**src/rtl/mem_arbiter.sv**
```systemverilog
// mem_arbiter: round-robin sharing of one single-port synchronous RAM between
// the instruction-fetch port (0) and the data load/store port (1). One
// transaction is in flight at a time. Every output comes straight from a flop.
module mem_arbiter #(
   parameter int AW      = 8,
   parameter int DW      = 32,
   parameter int MEM_LAT = 1
) (
   input  logic          clk,
   input  logic          reset,
   // port 0 : instruction fetch
   input  logic          req0,
   input  logic          we0,
   input  logic [AW-1:0] addr0,
   input  logic [DW-1:0] wdata0,
   output logic          gnt0,
   output logic          rvalid0,
   output logic [DW-1:0] rdata0,
   // port 1 : data load/store
   input  logic          req1,
   input  logic          we1,
   input  logic [AW-1:0] addr1,
   input  logic [DW-1:0] wdata1,
   output logic          gnt1,
   output logic          rvalid1,
   output logic [DW-1:0] rdata1,
   // unified RAM
   output logic          mem_en,
   output logic          mem_we,
   output logic [AW-1:0] mem_addr,
   output logic [DW-1:0] mem_wdata,
   input  logic [DW-1:0] mem_rdata
);

   // The latency counter is 3 bits, so only 1..7 cycles can be timed.
   if (MEM_LAT < 1 || MEM_LAT > 7) begin : g_bad_mem_lat
      $error("mem_arbiter: MEM_LAT=%0d is outside 1..7", MEM_LAT);
   end

   typedef enum logic [1:0] {
      S_IDLE,
      S_ISSUE,
      S_WAIT,
      S_RESP
   } state_t;

   state_t        r_state;
   logic          r_last_grant;   // port that won the previous transaction
   logic          r_winner;       // port owning the current transaction
   logic          r_we;           // current transaction is a write
   logic [2:0]    r_cnt;          // RAM read latency countdown

   logic          r_gnt0;
   logic          r_gnt1;
   logic          r_rvalid0;
   logic          r_rvalid1;
   logic [DW-1:0] r_rdata0;
   logic [DW-1:0] r_rdata1;
   logic          r_mem_en;
   logic          r_mem_we;
   logic [AW-1:0] r_mem_addr;
   logic [DW-1:0] r_mem_wdata;

   logic          w_pick1;
   logic          w_we;
   logic [AW-1:0] w_addr;
   logic [DW-1:0] w_wdata;

   // Winner selection: a lone request wins, a tie goes to the port that did
   // not win last time.
   always_comb begin
      // NOTE: every signal gets a default before any branch, so no path leaves
      // one unassigned and no latch is inferred.
      w_pick1 = 1'b0;
      w_we    = we0;
      w_addr  = addr0;
      w_wdata = wdata0;
      if (req1 && (!req0 || (r_last_grant == 1'b0))) begin
         w_pick1 = 1'b1;
         w_we    = we1;
         w_addr  = addr1;
         w_wdata = wdata1;
      end
   end

   // Transaction FSM; outputs are registered alongside the state so each pulse
   // lines up with the state it belongs to.
   always_ff @(posedge clk) begin
      if (reset) begin
         r_state      <= S_IDLE;
         r_last_grant <= 1'b1;
         r_winner     <= 1'b0;
         r_we         <= 1'b0;
         r_cnt        <= 3'd0;
         r_gnt0       <= 1'b0;
         r_gnt1       <= 1'b0;
         r_rvalid0    <= 1'b0;
         r_rvalid1    <= 1'b0;
         r_rdata0     <= '0;
         r_rdata1     <= '0;
         r_mem_en     <= 1'b0;
         r_mem_we     <= 1'b0;
         r_mem_addr   <= '0;
         r_mem_wdata  <= '0;
      end else begin
         // NOTE: non-blocking assignments throughout, so every flop samples the
         // pre-edge values regardless of statement order.
         r_gnt0    <= 1'b0;
         r_gnt1    <= 1'b0;
         r_rvalid0 <= 1'b0;
         r_rvalid1 <= 1'b0;
         r_mem_en  <= 1'b0;
         r_mem_we  <= 1'b0;

         case (r_state)
            S_IDLE: begin
               if (req0 || req1) begin
                  r_winner    <= w_pick1;
                  r_we        <= w_we;
                  // Issue-cycle outputs are loaded now so they appear in ISSUE.
                  r_mem_en    <= 1'b1;
                  r_mem_we    <= w_we;
                  r_mem_addr  <= w_addr;
                  r_mem_wdata <= w_wdata;
                  r_gnt0      <= ~w_pick1;
                  r_gnt1      <= w_pick1;
                  r_state     <= S_ISSUE;
               end
            end

            S_ISSUE: begin
               r_last_grant <= r_winner;
               if (r_we) begin
                  r_state <= S_IDLE;
               end else begin
                  r_cnt   <= 3'(MEM_LAT);
                  r_state <= S_WAIT;
               end
            end

            S_WAIT: begin
               r_cnt <= r_cnt - 3'd1;
               if (r_cnt == 3'd1) begin
                  if (r_winner) begin
                     r_rdata1  <= mem_rdata;
                     r_rvalid1 <= 1'b1;
                  end else begin
                     r_rdata0  <= mem_rdata;
                     r_rvalid0 <= 1'b1;
                  end
                  r_state <= S_RESP;
               end
            end

            S_RESP: begin
               r_state <= S_IDLE;
            end

            default: begin
               r_state <= S_IDLE;
            end
         endcase
      end
   end

   assign gnt0      = r_gnt0;
   assign gnt1      = r_gnt1;
   assign rvalid0   = r_rvalid0;
   assign rvalid1   = r_rvalid1;
   assign rdata0    = r_rdata0;
   assign rdata1    = r_rdata1;
   assign mem_en    = r_mem_en;
   assign mem_we    = r_mem_we;
   assign mem_addr  = r_mem_addr;
   assign mem_wdata = r_mem_wdata;

endmodule

```
**config.mk**
```make
export PLATFORM = sky130hd
export DESIGN_NAME = mem_arbiter
export DESIGN_NICKNAME = d
export VERILOG_FILES = /design/src/rtl/mem_arbiter.sv
export SDC_FILE = /design/constraint.sdc
export NUM_CORES = 1
export LEC_CHECK = 0
export CAP_MARGIN = 20
export CORE_AREA = 2 2 118 120
export DETAILED_ROUTE_END_ITERATION = 10
export DIE_AREA = 0 0 120 122
export PLACE_DENSITY = 0.75
export SLEW_MARGIN = 20
export SYNTH_ARGS = -nofsm -noshare
export SYNTH_HDL_FRONTEND = slang
export SYNTH_SLANG_ARGS = --single-unit
```
**constraint.sdc**
```tcl
create_clock -name clk -period 1.7 [get_ports clk]
set_clock_uncertainty 0.2 [all_clocks]
set_input_delay 0.255 -clock clk [delete_from_list [all_inputs] [get_ports clk]]
set_output_delay 0.255 -clock clk [all_outputs]
set_load 0.02 [all_outputs]
```
* Yosys cells after proc, flatten, opt, wreduce, memory -nomap -nowiden
Index checks and enable logic that the tools add are counted.
Storage, ports and cells: input port bits 118, word-level logic and storage cells 57, register bits 118
Cells by class: multiplexer cells 13, $add $sub $neg 1, reductions and logical operators 14, equality and inequality tests 7, bitwise operators 7
Operator list (count):
- two-way mux 32 bit | 1
- two-way mux 8 bit | 1
- one-hot mux 2 bit (4 select lines) | 1
- NOT 1 bit | 7
- two-way mux 2 bit | 3
- != test 2 bit (second input constant) | 3
- one-hot mux 3 bit (2 select lines) | 1
- AND reduction 2 bit | 3
- AND reduction 3 bit | 2
- OR reduction 3 bit | 2
- two-way mux 1 bit | 5
- equality test 2 bit (second input constant) | 2
- equality test 3 x 1 -> 1 bit (second input constant) | 1
- two-way mux 3 bit | 1
- subtractor 3 x 1 -> 3 bit (second input constant) | 1
- equality test 2 x 1 -> 1 bit (second input constant) | 1
- zero test 2 bit | 1
- logical OR 1 bit | 2
- nonzero test 2 bit | 1
- OR reduction 2 bit | 1
- logical AND 1 bit | 1
- zero test 1 bit | 1

* Logic depth before layout (Yosys ltp)
word-level depth 5, gate-level depth with buffers 8, gate-level depth less buffers 5

* Least setup slack after synthesis
Ideal clock, no wire load.
path type reg-to-reg, start register r_cnt[1], end register r_rdata1[2] (netlist: rdata1[2]), data arrival time 1367 ps, buffers on the path 3, slack 17 ps, required time 1384 ps, cell stages (with the launch flop) 9, cell sequence dfxtp_1 -> inv_1 -> ha_1 -> nand4bb_1 -> clkbuf_1 -> or2_1 -> buf_6 -> buf_6 -> a31o_1
On the way: longest elaborated chain between the ends 2
RTL lines:
- from (decl) | line 51 | logic [2:0] r_cnt;
- from (signal assigned) | line 136 | r_cnt <= 3'(MEM_LAT);
- from (signal assigned) | line 142 | r_cnt <= r_cnt - 3'd1;
- equality test 3 x 1 -> 1 bit | line 143 | if (r_cnt == 3'd1) begin
- AND reduction 3 bit (no source line)
- to (signal assigned) | line 145 | r_rdata1 <= mem_rdata;
- to (decl) | line 58 | logic [DW-1:0] r_rdata1;
No other way between the ends. A chain may end at the register's enable or synchronous reset.

* Worst setup path after layout
start register r_cnt[1], end register r_rdata1[25] (netlist: rdata1[25])
The elaborated chain is that of the path after synthesis.

==> impl_metrics.tcl <==
set metrics [dict create \
    placedCellCount 930 \
    tightest_slew_ns 0.442 \
    first_global_vias 5085 \
    postSynthCellCount 547 \
    fin_crit_ns 1.68 \
    fin_cells 970 \
    rsz0062_at_grt "true" \
    cts_max_path_buffers 2 \
    coreArea_um2 13500 \
    max_freq_mhz 596 \
    hold_class "in -> reg" \
    fin_crit_sh_pct 98.8 \
    drv_cap 0 \
    outcome "complete, no violations" \
    rows 43 \
    drt_iter0_markers 402 \
    synth_edf_count 0 \
    dr_total_vias 5160 \
    die_h_um 122 \
    cts_tree "built" \
    power.density_nw_per_um2 1030 \
    async_flop_share_pct 0 \
    fin_nets 897 \
    worstPathRequired_ns 1.78 \
    cts_made_buffers 17 \
    grt_usage_pct 21.8 \
    insertion_delay_ns 0.40 \
    multiInputGateArea_um2 2270 \
    grt_pass1_wl_mm 25.6 \
    synth_seq_cells 118 \
    antenna_found_initial 0 \
    p_leak_nw 3.54 \
    die_w_um 120 \
    pin_count 228 \
    cpPeakStageDelay_ns 0.32 \
    synth-seq-area-share_pct 48.9 \
    synthFlopType "dfxtp_1" \
    die_area_um2 14600 \
    antenna_left 0 \
    cts.sinks 118 \
    overflow 0 \
    synthesis.nets 667 \
    slowest_stage "dfxtp_2" \
    gp_congestion 0.783 \
    final_hold_viol_count 0 \
    clk_pin_slew_worst_paths_ns 0.05 \
    firstDrtPassIters 5 \
    antenna_cells 0 \
    grt_max_degree 37 \
    setup_slack_ns 0.0209 \
    yosysWarnings 0 \
    path_max_fanout 6 \
    ff_latch_area_um2 2360 \
    initial_core_util_pct 35.8 \
    worstSetupPathType "reg -> reg" \
    dp_hpwl_mm 11.1 \
    syn-cell-area_um2 4830 \
    wirelength_mm 16.4 \
    setup_viol 0 \
    slew_headroom_pct 70.5 \
    synth_cell_type_count 33 \
    drc 0 \
    arrival_ns 1.76 \
    path_cells "inv_2 -> ha_4 -> nand4bb_4 -> buf_6 -> buf_6 -> clkbuf_16 -> o211ai_1 -> o21ai_1" \
    viasPerCell 5.32 \
    critPathCaptureType "register" \
    avgSynthCellArea_um2 8.83 \
    peakVddDrop_mv 0.590 \
    slew_viol_final 0 \
    h-tree-depth 4 \
    cts-root-buf "clkbuf_16" \
    area_growth_pct 69.9 \
    wl_per_cell_um 16.9 \
    drive_gt1_share_pct 14.6 \
    cp_common_cell "buf_6" \
    portBuffers 227 \
    cp-start-kind "register" \
    hold_buffers 0 \
    dp_slack_ns -0.245 \
    fillers 1168 \
]
[timing repair]
item,CTS,global route
buffers inserted,3,3
pin swaps,1,6
setup endpoints to repair,139,47
gates cloned,1,2
gates resized for setup,119,40
[worst max-delay path, delay by kind of cell, from the launching register on]
kind            cells  cell delay [ns]
buf+inv             4             0.52
flops               1             0.32
compound gates      2             0.24
simple gates        1             0.14
fa+ha+maj           1             0.13
[final timing paths]
check                               start    endpoint  slack [ns]  depth (start not counted)
worst min-delay path                reset     rvalid0        0.12                          3
worst min register to register  rdata1[7]   rdata1[7]        0.27                          1
worst max register to register   r_cnt[1]  rdata1[25]        0.02                          8
worst max-delay path             r_cnt[1]  rdata1[25]        0.02                          8
[cell families (layout without fill, tap and decap cells)]
| family | after synthesis | count (layout) | share of synthesized area, % |
|---|---|---|---|
| compound gates | 195 | 195 | 28.0 |
| simple gates | 164 | 164 | 16.0 |
| flops | 118 | 118 | 48.9 |
| buf+inv | 67 | 310 | 6.40 |
| fa+ha+maj | 2 | 2 | 0.518 |
| mux | 1 | 1 | 0.207 |
[power by group]
group          internal, W  leakage (nW)  switching [W]
sequential         0.00296         0.964       0.000113
clock              0.00247         0.304        0.00123
combinational     0.000774          2.27       0.000869
[state kept, by name (all words and copies together) (netlist names), 3 cells and up, named ones only]
register	cells
rdata1	32
r_cnt	3
mem_wdata	32
rdata0	32
mem_addr	8
[cells in the final DEF (no fill, tap or decap), types with 7 or more instances in the layout]
master           synthesis  routed
a21oi_1                 47      47
a311oi_1                40      40
a31o_1                  18      18
a31o_2                  13      13
buf_12                   0      12
buf_4                    0      25
clkbuf_16                0      19
clkdlybuf4s50_1          0     116
clkinv_2                 0       7
dfxtp_1                118     116
dlygate4sd2_1            0     110
nand2_1                 83      83
nand2b_1                33      33
nor3_1                  36      23
nor3_2                   0      13
o211ai_1                34      34
o21ai_0                 37      17
o21ai_1                  0      20
[synth_stat cells, types with 2 or more instances]
cell type	number	share of area (%)
o21ai_0	37	3.8
dfxtp_1	118	49
nand2b_1	33	4.3
inv_1	3	0.23
nor2b_1	2	0.26
buf_1	4	0.31
nand2_1	83	6.4
a311oi_1	40	7.3
clkbuf_1	38	3.0
a21oi_1	47	4.9
buf_2	16	1.7
ha_1	2	0.52
nor2_1	3	0.23
o211ai_1	34	5.3
buf_6	5	1.2
nor3_1	36	3.7
a31o_1	18	3.3
a31o_2	13	2.4
[per-layer routing]
| layer | global-route usage [%] | vias up | wire (µm) |
|---|---|---|---|
| met3 | 7.21 | 25 | 1410 |
| met2 | 35.7 | 252 | 7710 |
| met5 | 0 | - | 0 |
| met4 | 8.09 | 0 | 288 |
| met1 | 26.9 | 2428 | 7020 |
| li1 | - | 2455 | - |
[stage by stage]
stage	instance area (µm²)	TNS (ns)	utilization [%]	power, W	hold slack [ns]
finish	8210	0	60.8	0.00842	0.116
floorplan	4830	0	-	0.00391	0.212
CTS	8050	0	59.6	0.00843	0.0952
detailed placement	7500	-9.58	55.5	0.00483	0.264
global placement	7500	-7.19	55.5	0.00479	0.257
global route	8210	-0.619	60.8	0.00876	0.144
[final cells by class]
| cell class | count | share of cell area (%) |
|---|---|---|
| timing repair buffer | 274 | 33.2 |
| tap | 180 | 2.74 |
| sequential | 118 | 28.8 |
| clock inverter | 11 | 1.89 |
| inverter | 4 | 0.183 |
| clock buffer | 21 | 5.49 |
| multi-input combinational | 362 | 27.7 |
(Power assumes the default switching activity.)
